**config.mk**
```make
export PLATFORM = sky130hd
export DESIGN_NAME = baud_tick_generator_flat
export DESIGN_NICKNAME = d
export VERILOG_FILES = /design/src/rtl/uart_baud_pkg.sv /design/src/rtl/baud_tick_generator_if.sv /design/src/rtl/baud_frac_acc.sv /design/src/rtl/baud_tick_generator.sv /design/src/flat_wrapper.sv
export SDC_FILE = /design/constraint.sdc
export NUM_CORES = 1
export LEC_CHECK = 0
export ABC_AREA = 1
export CORE_AREA = 2 2 65 128
export CTS_BUF_LIST = sky130_fd_sc_hd__clkbuf_4
export DETAILED_ROUTE_END_ITERATION = 6
export DIE_AREA = 0 0 67 130
export MAX_ROUTING_LAYER = met4
export PLACE_DENSITY = 0.67
export SLEW_MARGIN = 20
export SYNTH_ARGS = -nofsm -noshare
export SYNTH_HDL_FRONTEND = slang
export SYNTH_SLANG_ARGS = --single-unit
```
**constraint.sdc**
```tcl
create_clock -name clk -period 6.3 [get_ports clk]
set_input_delay 0.63 -clock clk [delete_from_list [all_inputs] [get_ports clk]]
set_output_delay 0.63 -clock clk [all_outputs]
set_load 0.02 [all_outputs]
```
**src/rtl/uart_baud_pkg.sv**
```systemverilog
// Shared constants and types for the UART baud tick generator.
package uart_baud_pkg;

    localparam int BAUD_CNT_W    = 16;
    localparam int BAUD_FRAC_W   = 4;
    localparam int MIN_DIV       = 2;
    localparam int BAUD_DEF_INT  = 651;
    localparam int BAUD_DEF_FRAC = 0;
    localparam int BAUD_OVS      = 16;

    typedef struct packed {
        logic [BAUD_CNT_W-1:0]  div_int;
        logic [BAUD_FRAC_W-1:0] div_frac;
    } div_cfg_t;

endpackage

```
**src/rtl/baud_tick_generator_if.sv**
```systemverilog
// Divisor configuration handshake between the register block and the baud generator.
interface baud_tick_generator_if #(
    parameter int CNT_W  = 16,
    parameter int FRAC_W = 4
);

    logic              cfg_valid;
    logic              cfg_ready;
    logic [CNT_W-1:0]  cfg_int;
    logic [FRAC_W-1:0] cfg_frac;

    modport master (output cfg_valid, output cfg_int, output cfg_frac, input cfg_ready);
    modport slave  (input cfg_valid, input cfg_int, input cfg_frac, output cfg_ready);

endinterface

```
**src/rtl/baud_frac_acc.sv**
```systemverilog
// Fractional divisor accumulator; only exists when BAUD_FRAC_EN is defined.
`ifdef BAUD_FRAC_EN
module baud_frac_acc #(
    parameter int FRAC_W = 4
) (
    input  logic              clk,
    input  logic              rst,
    input  logic              sync,
    input  logic              os_tick,
    input  logic [FRAC_W-1:0] cur_frac,
    output logic              carry
);

    logic [FRAC_W-1:0] acc;

    // The overflow of each tick's add stretches the following period by one cycle.
    always_ff @(posedge clk) begin
        if (rst || sync) begin
            acc   <= '0;
            carry <= 1'b0;
        end else if (os_tick) begin
            {carry, acc} <= {1'b0, acc} + {1'b0, cur_frac};
        end
    end

endmodule
`endif

```
**src/rtl/baud_tick_generator.sv**
```systemverilog
// Programmable UART baud tick generator (oversample, bit-centre and bit-end ticks).
// Define BAUD_FRAC_EN to enable the fractional divisor accumulator.
module baud_tick_generator
    import uart_baud_pkg::*;
#(
    parameter int CNT_W    = BAUD_CNT_W,
    parameter int FRAC_W   = BAUD_FRAC_W,
    parameter int OVS      = BAUD_OVS,
    parameter int DEF_INT  = BAUD_DEF_INT,
    parameter int DEF_FRAC = BAUD_DEF_FRAC
) (
    input  logic                  clk,
    input  logic                  rst,
    input  logic                  en,
    input  logic                  sync,
    baud_tick_generator_if.slave  cfg,
    output logic                  os_tick,
    output logic                  mid_tick,
    output logic                  bit_tick
);

    localparam int OS_W = $clog2(OVS);
    localparam logic [OS_W-1:0]  OS_LAST    = OS_W'(OVS - 1);
    localparam logic [OS_W-1:0]  OS_MID     = OS_W'(OVS / 2 - 1);
    localparam logic [CNT_W-1:0] DEF_INT_CL = (DEF_INT < MIN_DIV) ? CNT_W'(MIN_DIV) : CNT_W'(DEF_INT);

    logic [CNT_W-1:0] cnt;
    logic [CNT_W-1:0] cur_int;
    logic [CNT_W-1:0] pend_int;
    logic [CNT_W-1:0] cfg_int_cl;
    logic [CNT_W:0]   plen_m1;
    logic [OS_W-1:0]  os_cnt;
    logic             pending;
    logic             carry;
    logic             terminal;
    logic             apply;

    // Extra bit keeps int + carry from wrapping at the largest divisor.
    assign plen_m1    = {1'b0, cur_int} + (CNT_W+1)'(carry) - (CNT_W+1)'(1);
    assign terminal   = ({1'b0, cnt} >= plen_m1);
    assign os_tick    = en && !sync && terminal;
    assign mid_tick   = os_tick && (os_cnt == OS_MID);
    assign bit_tick   = os_tick && (os_cnt == OS_LAST);
    assign apply      = pending && (os_tick || sync || !en);
    assign cfg_int_cl = (cfg.cfg_int < CNT_W'(MIN_DIV)) ? CNT_W'(MIN_DIV) : cfg.cfg_int;
    assign cfg.cfg_ready = !pending;

    // Terminal test is >= so a shorter divisor applied while paused cannot strand cnt past the end.
    always_ff @(posedge clk) begin
        if (rst || sync) begin
            cnt    <= '0;
            os_cnt <= '0;
        end else if (en) begin
            if (terminal) begin
                cnt <= '0;
            end else begin
                cnt <= cnt + CNT_W'(1);
            end
            if (os_tick) begin
                os_cnt <= (os_cnt == OS_LAST) ? '0 : os_cnt + OS_W'(1);
            end
        end
    end

    always_ff @(posedge clk) begin
        if (rst) begin
            pending  <= 1'b0;
            pend_int <= DEF_INT_CL;
            cur_int  <= DEF_INT_CL;
        end else if (apply) begin
            pending <= 1'b0;
            cur_int <= pend_int;
        end else if (cfg.cfg_valid && !pending) begin
            pending  <= 1'b1;
            pend_int <= cfg_int_cl;
        end
    end

`ifdef BAUD_FRAC_EN
    logic [FRAC_W-1:0] cur_frac;
    logic [FRAC_W-1:0] pend_frac;

    always_ff @(posedge clk) begin
        if (rst) begin
            pend_frac <= FRAC_W'(DEF_FRAC);
            cur_frac  <= FRAC_W'(DEF_FRAC);
        end else if (apply) begin
            cur_frac <= pend_frac;
        end else if (cfg.cfg_valid && !pending) begin
            pend_frac <= cfg.cfg_frac;
        end
    end

    baud_frac_acc #(.FRAC_W(FRAC_W)) u_frac_acc (
        .clk      (clk),
        .rst      (rst),
        .sync     (sync),
        .os_tick  (os_tick),
        .cur_frac (cur_frac),
        .carry    (carry)
    );
`else
    logic unused_frac;

    assign carry       = 1'b0;
    assign unused_frac = ^{cfg.cfg_frac, FRAC_W'(DEF_FRAC)};
`endif

endmodule
```
**src/flat_wrapper.sv**
```systemverilog
// flat-port wrapper written by rule: the top's interface ports become plain ports
module baud_tick_generator_flat import uart_baud_pkg::*;
#(
    parameter int CNT_W    = BAUD_CNT_W,
    parameter int FRAC_W   = BAUD_FRAC_W,
    parameter int OVS      = BAUD_OVS,
    parameter int DEF_INT  = BAUD_DEF_INT,
    parameter int DEF_FRAC = BAUD_DEF_FRAC
)
  (clk, rst, en, sync, os_tick, mid_tick, bit_tick, cfg_cfg_valid, cfg_cfg_int, cfg_cfg_frac, cfg_cfg_ready);
  baud_tick_generator_if #(.CNT_W(CNT_W), .FRAC_W(FRAC_W)) cfg_i ();
  input  logic clk;
  input  logic rst;
  input  logic en;
  input  logic sync;
  output logic os_tick;
  output logic mid_tick;
  output logic bit_tick;
  input wire logic [$bits(cfg_i.cfg_valid)-1:0] cfg_cfg_valid;
  input wire logic [$bits(cfg_i.cfg_int)-1:0] cfg_cfg_int;
  input wire logic [$bits(cfg_i.cfg_frac)-1:0] cfg_cfg_frac;
  output wire logic [$bits(cfg_i.cfg_ready)-1:0] cfg_cfg_ready;
  assign cfg_i.cfg_valid = cfg_cfg_valid;
  assign cfg_i.cfg_int = cfg_cfg_int;
  assign cfg_i.cfg_frac = cfg_cfg_frac;
  assign cfg_cfg_ready = cfg_i.cfg_ready;
  baud_tick_generator #(.CNT_W(CNT_W), .FRAC_W(FRAC_W), .OVS(OVS), .DEF_INT(DEF_INT), .DEF_FRAC(DEF_FRAC)) u_core (.clk(clk), .rst(rst), .en(en), .sync(sync), .cfg(cfg_i), .os_tick(os_tick), .mid_tick(mid_tick), .bit_tick(bit_tick));
endmodule
```
### After elaboration in Yosys (flattened, before gate mapping)

Index checks and enable logic that the tools add are counted.

| word-level totals | value |
|---|---|
| register bits after elaboration | 53 |
| bits of input ports | 25 |

| operators by class | value |
|---|---|
| $add $sub $neg | 3 |
| order comparisons | 2 |
| eq/ne operators | 2 |
| mux-type cells | 3 |
| bitwise operators | 1 |
| reductions and logical operators | 15 |

Operators with widths:

| cell | number |
|---|---|
| 2-to-1 mux 16 bit | 2 |
| >= comparator 16 x 17 -> 1 bit | 1 |
| subtractor 16 x 1 -> 17 bit (second input constant) | 1 |
| adder 16 x 1 -> 16 bit (second input constant) | 1 |
| less-than comparator 16 x 2 -> 1 bit (second input constant) | 1 |
| logical AND 1 bit | 6 |
| adder 4 x 1 -> 4 bit (second input constant) | 1 |
| equality test 4 x 3 -> 1 bit (second input constant) | 1 |
| equality test 4 bit (second input constant) | 1 |
| 2-to-1 mux 4 bit | 1 |
| AND reduction 2 bit | 2 |
| logical NOT 1 bit | 3 |
| logical OR 1 bit | 3 |
| OR reduction 2 bit | 1 |
| NOT 1 bit | 1 |

### Depth between registers and ports, before layout

| logic depth | value |
|---|---|
| word-level depth | 8 |
| depth in mapped cells | 20 |
| depth with buffers taken out | 20 |

### Worst setup path before layout

OpenSTA, ideal clock, no wires.

| timing | value |
|---|---|
| kind | reg2out |
| start | register u_core.cur_int[2] |
| end | output port bit_tick |
| data arrival time | 2587 ps |
| data required time | 5670 ps |
| setup slack | 3083 ps |
| stages on the path, launching flop included | 19 |
| path buffers | 0 |
| cells stage by stage | dfxtp_1 nor2_1 nand2_1 nor2_2 nand4_1 nor3_1 xor2_1 inv_1 ha_1 nand2_1 nor2_1 nand2_1 o21ai_0 nand2_1 nand2_1 nand2_1 nand2_2 nand2_1 nor2_1 |

| between the ends | value |
|---|---|
| longest elaborated chain between the ends | 4 |

Ends and longest elaborated chain:

| item | line | RTL |
|---|---|---|
| start: declaration | baud_tick_generator.sv:28 | `logic [CNT_W-1:0] cur_int;` |
| start signal: assignment | baud_tick_generator.sv:72 | `cur_int <= pend_int;` |
| subtractor 16 x 1 -> 17 bit | baud_tick_generator.sv:39 | `assign plen_m1 = {1'b0, cur_int} + (CNT_W+1)'(carry) - (CNT_W+1)'(1);` |
| >= comparator 16 x 17 -> 1 bit | baud_tick_generator.sv:40 | `assign terminal = ({1'b0, cnt} >= plen_m1);` |
| logical AND 1 bit | baud_tick_generator.sv:41 | `assign os_tick = en && !sync && terminal;` |
| logical AND 1 bit | baud_tick_generator.sv:43 | `assign bit_tick = os_tick && (os_cnt == OS_LAST);` |
| end: declaration | flat_wrapper.sv:18 | `output logic bit_tick;` |

No other way between the ends.

### Final worst setup path

| timing | value |
|---|---|
| start | register u_core.cur_int[2] |
| end | output port mid_tick |

| between the ends | value |
|---|---|
| longest elaborated chain between the ends | 4 |

Ends and longest elaborated chain:

| item | line | RTL |
|---|---|---|
| subtractor 16 x 1 -> 17 bit | baud_tick_generator.sv:39 |  |
| >= comparator 16 x 17 -> 1 bit | baud_tick_generator.sv:40 |  |
| logical AND 1 bit | baud_tick_generator.sv:41 |  |
| logical AND 1 bit | baud_tick_generator.sv:42 | `assign mid_tick = os_tick && (os_cnt == OS_MID);` |
| end: declaration | flat_wrapper.sv:17 | `output logic mid_tick;` |

No other way between the ends.

==> results.tsv <==
stage	metric	value	unit
cells_and_area	nets	483	
placement	place_congestion	0.801	
cells_and_area	syn2layout_area_growth	11.6	%
outcome	status	complete, no violations	
pwr	power_frac_comb	16.8	%
worst_setup_path	ff2ff_path_depth	18	
timing	clock_skew	0.0169	ns
cells_and_area	diodes	0	
clock_network	htreeDepth	2	
worst_setup_path	r2r_start	u_core.cur_int[2]	
clock_network	cts_setup_buffers	0	
pwr	switchingPower	0.178	mW
synth	syn-cell-area	2980	sq um
floorplan	ioPinCount	29	
routing	drt_iter0_drc	97	
clock_network	cts_buffer_depth	2	
pwr	clock_power_share	24.1	%
worst_setup_path	path_max_fanout	6	
timing	final_max_slew_viol_count	0	
routing	ant_nets	0	
worst_setup_path	worst_path_most_repeated_cell	nand2_1	
worst_setup_path	endpoint_kind	output port	
worst_setup_path	worstPathArrival	3.75	ns
clock_network	clock_latency	0.37	ns
worst_setup_path	cp_slowest_cell	clkdlybuf4s50_1	
pwr	vdd_drop_max	0.000139	V
clock_network	cts.clk_slew.worst_paths	0.15	ns
routing	via_count	2585	
worst_hold_path	hp-class	register to register	
routing	vias_per_cell	4.83	
worst_setup_path	required	5.67	ns
worst_setup_path	crit_start	u_core.cur_int[2]	
timing	rsz0062_at_grt	false	
clock_network	cts_resized	0	
cells_and_area	drive_gt1_share	6.38	%
synth	yosysUniqueCellTypes	30	
pwr	power_density	185	nW/um^2
pwr	seq_power_share	59.2	%
worst_setup_path	start_kind	register	
floorplan	die_y	130	um
synth	synth_nets	464	
pwr	internal_power	0.439	mW
grt	grtUsageTotal	15.2	%
routing	wl_per_cell	10.8	um
floorplan	die_w	67	um
routing	drc	0	
synth	synth_cells	420	
timing	fin_tns_setup	0	ns
grt	grt_pass1_vias	2433	
timing	setup_viol	0	
routing	dr.pass1.iters	4	
routing	finalWirelength	5800	um
grt	grt_pass1_wl	10300	um
placement	io_buffers	24	
synth	seq_area_frac_synth	35.6	%
floorplan	core_area	7830	sq um
worst_setup_path	slowest_delay	0.62	ns
timing	timing.slew.headroom	45.8	%
worst_setup_path	critical_path_class	register to output port	
clock_network	clockRootBuffer	clkbuf_4	
grt	grt_max_degree	32	
pwr	leakage	1.39	nW
timing	period_minus_slack	4.38	ns
timing	fmax	228	MHz
clock_network	ctsHoldBuffers	0	
clock_network	cts_made_buffers	5	
synth	synth_warnings	0	
clock_network	cts_tree	yes	
worst_hold_path	hp-start	u_core.pend_int[4]	
worst_setup_path	cp_cell_sequence	nor2_1 > nand2_1 > nor2_2 > nand4_1 > nor3_1 > xor2_1 > inv_1 > ha_1 > nand2_1 > nor2_1 > nand2_1 > o21ai_0 > nand2_1 > nand2_1 > nand2_1 > nand2_2 > nand2_1 > nor2_1 > clkdlybuf4s50_1	
floorplan	initial_core_util	38.1	%
worst_hold_path	hold_depth	2	
grt	overflow	0	
synth	synth-seq-cells	53	
placement	dp_hpwl	4400	um
floorplan	dieArea	8710	sq um
grt	antenna_found_initial	0	
pwr	p_sw_share	28.8	%
timing	tightest_slew	0.811	ns
timing	worst_hold_slack	0.477	ns
floorplan	fp-row-count	46	
cells_and_area	final_util	42.5	%
timing	fin_crit_sh	69.5	%
run	maxCapViolCount	0	
clock_network	cts_sinks	53	
synth	avgSynthCellArea	7.10	sq um
timing	hold_viol	0	
[sequential cells by signal, summed over array words and instances (netlist names)]
name / count
u_core.pending: 1
u_core.os_cnt: 4
u_core.cnt: 16
u_core.cur_int: 16
u_core.pend_int: 16
[Yosys cell counts]
library cell	count	area, sq um
nand2_1	83	312
nor2_1	61	229
dfxtp_1	53	1060
inv_1	48	180
nand3_1	39	195
a21oi_1	20	100
ha_1	19	238
xor2_1	13	114
a211oi_1	11	82.6
nor3_1	11	55.1
o21ai_0	8	40.0
xnor2_1	7	61.3
clkbuf_1	6	22.5
nand4_1	6	37.5
nor2_2	6	37.5
a21oi_2	4	35.0
buf_6	3	33.8
inv_2	3	11.3
nand2_2	3	18.8
nor4_1	3	18.8
buf_1	2	7.51
nand3_2	2	20.0
nand3b_1	2	15.0
a21boi_0	1	7.51
a31oi_1	1	6.26
buf_2	1	5.00
buf_4	1	7.51
nand2_4	1	11.3
nor2_4	1	11.3
o22ai_1	1	6.26
[placed cells by master, fill, tap and decap left out, drive strengths merged]
| cell | netlist | routed |
|---|---|---|
| a31oi | 1 | 1 |
| o21ai | 8 | 8 |
| clkinvlp | 0 | 1 |
| nand2 | 87 | 87 |
| inv | 51 | 51 |
| nor4 | 3 | 3 |
| nand4 | 6 | 6 |
| clkinv | 0 | 1 |
| a211oi | 11 | 11 |
| clkdlybuf4s50 | 0 | 24 |
| xnor2 | 7 | 7 |
| clkbuf | 6 | 5 |
| xor2 | 13 | 13 |
| buf | 7 | 1 |
| nand3 | 41 | 41 |
| ha | 19 | 19 |
| a21boi | 1 | 1 |
| nor3 | 11 | 11 |
| nand3b | 2 | 2 |
| a21oi | 24 | 24 |
| o22ai | 1 | 1 |
| dfxtp | 53 | 53 |
| nor2 | 68 | 68 |
[power by group through the flow]
| stage | Clock (mW) | Sequential [mW] | Combinational [mW] |
|---|---|---|---|
| after global placement | 0 | 0.372 | 0.103 |
| after CTS | 0.156 | 0.365 | 0.105 |
| after global routing | 0.170 | 0.368 | 0.120 |
| final | 0.148 | 0.365 | 0.103 |
| after floorplan | 0 | 0.370 | 0.0762 |
| after detailed placement | 0 | 0.373 | 0.104 |
[stage by stage]
stage               power, mW  instances  instance area (sq um)  worst slack (ns)
floorplan               0.446        420                   2980              3.08
global route            0.658        535                   3330              1.38
detailed placement      0.477        528                   3270              2.32
CTS                     0.626        535                   3330              1.86
global placement        0.475        528                   3270              2.29
finish                  0.617        535                   3330              1.92
[worst paths after layout]
check	to	slack, ns
hold reg to reg	u_core.pend_int[4]	0.48
hold / removal	u_core.pend_int[4]	0.48
setup / recovery	mid_tick	1.92
setup reg to reg	u_core.cur_int[3]	2.89
[metal layers]
metal	part of all wire [%]	global-route usage [%]	up-vias
li1	-	-	1399
met5	0	-	-
met1	48	18.6	1151
met4	1.3	4.32	0
met2	49	25.6	30
met3	2.0	2.33	5
[kinds of logic (layout without fill, tap and decap cells)]
| group | Yosys count | in the layout | synth area share [%] |
|---|---|---|---|
| adders and majority gates | 19 | 19 | 7.98 |
| AOI/OAI and AO/OA | 46 | 46 | 9.32 |
| DFF | 53 | 53 | 35.6 |
| and+or+nand+nor | 218 | 218 | 32.2 |
| buffers and inverters | 64 | 83 | 8.98 |
| xor gates and xnor gates | 20 | 20 | 5.88 |
[critical path: cells and delay by family (launching register included)]
kind                       cells  cell delay [ns]
buffers and inverters          2             0.68
AOI/OAI and AO/OA              1             0.15
DFF                            1             0.38
xor gates and xnor gates       1             0.18
and+or+nand+nor               14             1.70
adders and majority gates      1             0.29
[layout make-up]
| cell class | count | area, sq um |
|---|---|---|
| Multi-Input combinational cell | 303 | 1650 |
| Tap cell | 96 | 120 |
| Sequential cell | 53 | 1060 |
| Timing Repair Buffer | 25 | 248 |
| Clock buffer | 5 | 37.5 |
| Fill cell | 886 | 4500 |
| Clock inverter | 2 | 16.3 |
| Inverter | 51 | 191 |
No activity file was read; power rests on OpenSTA's default activity.
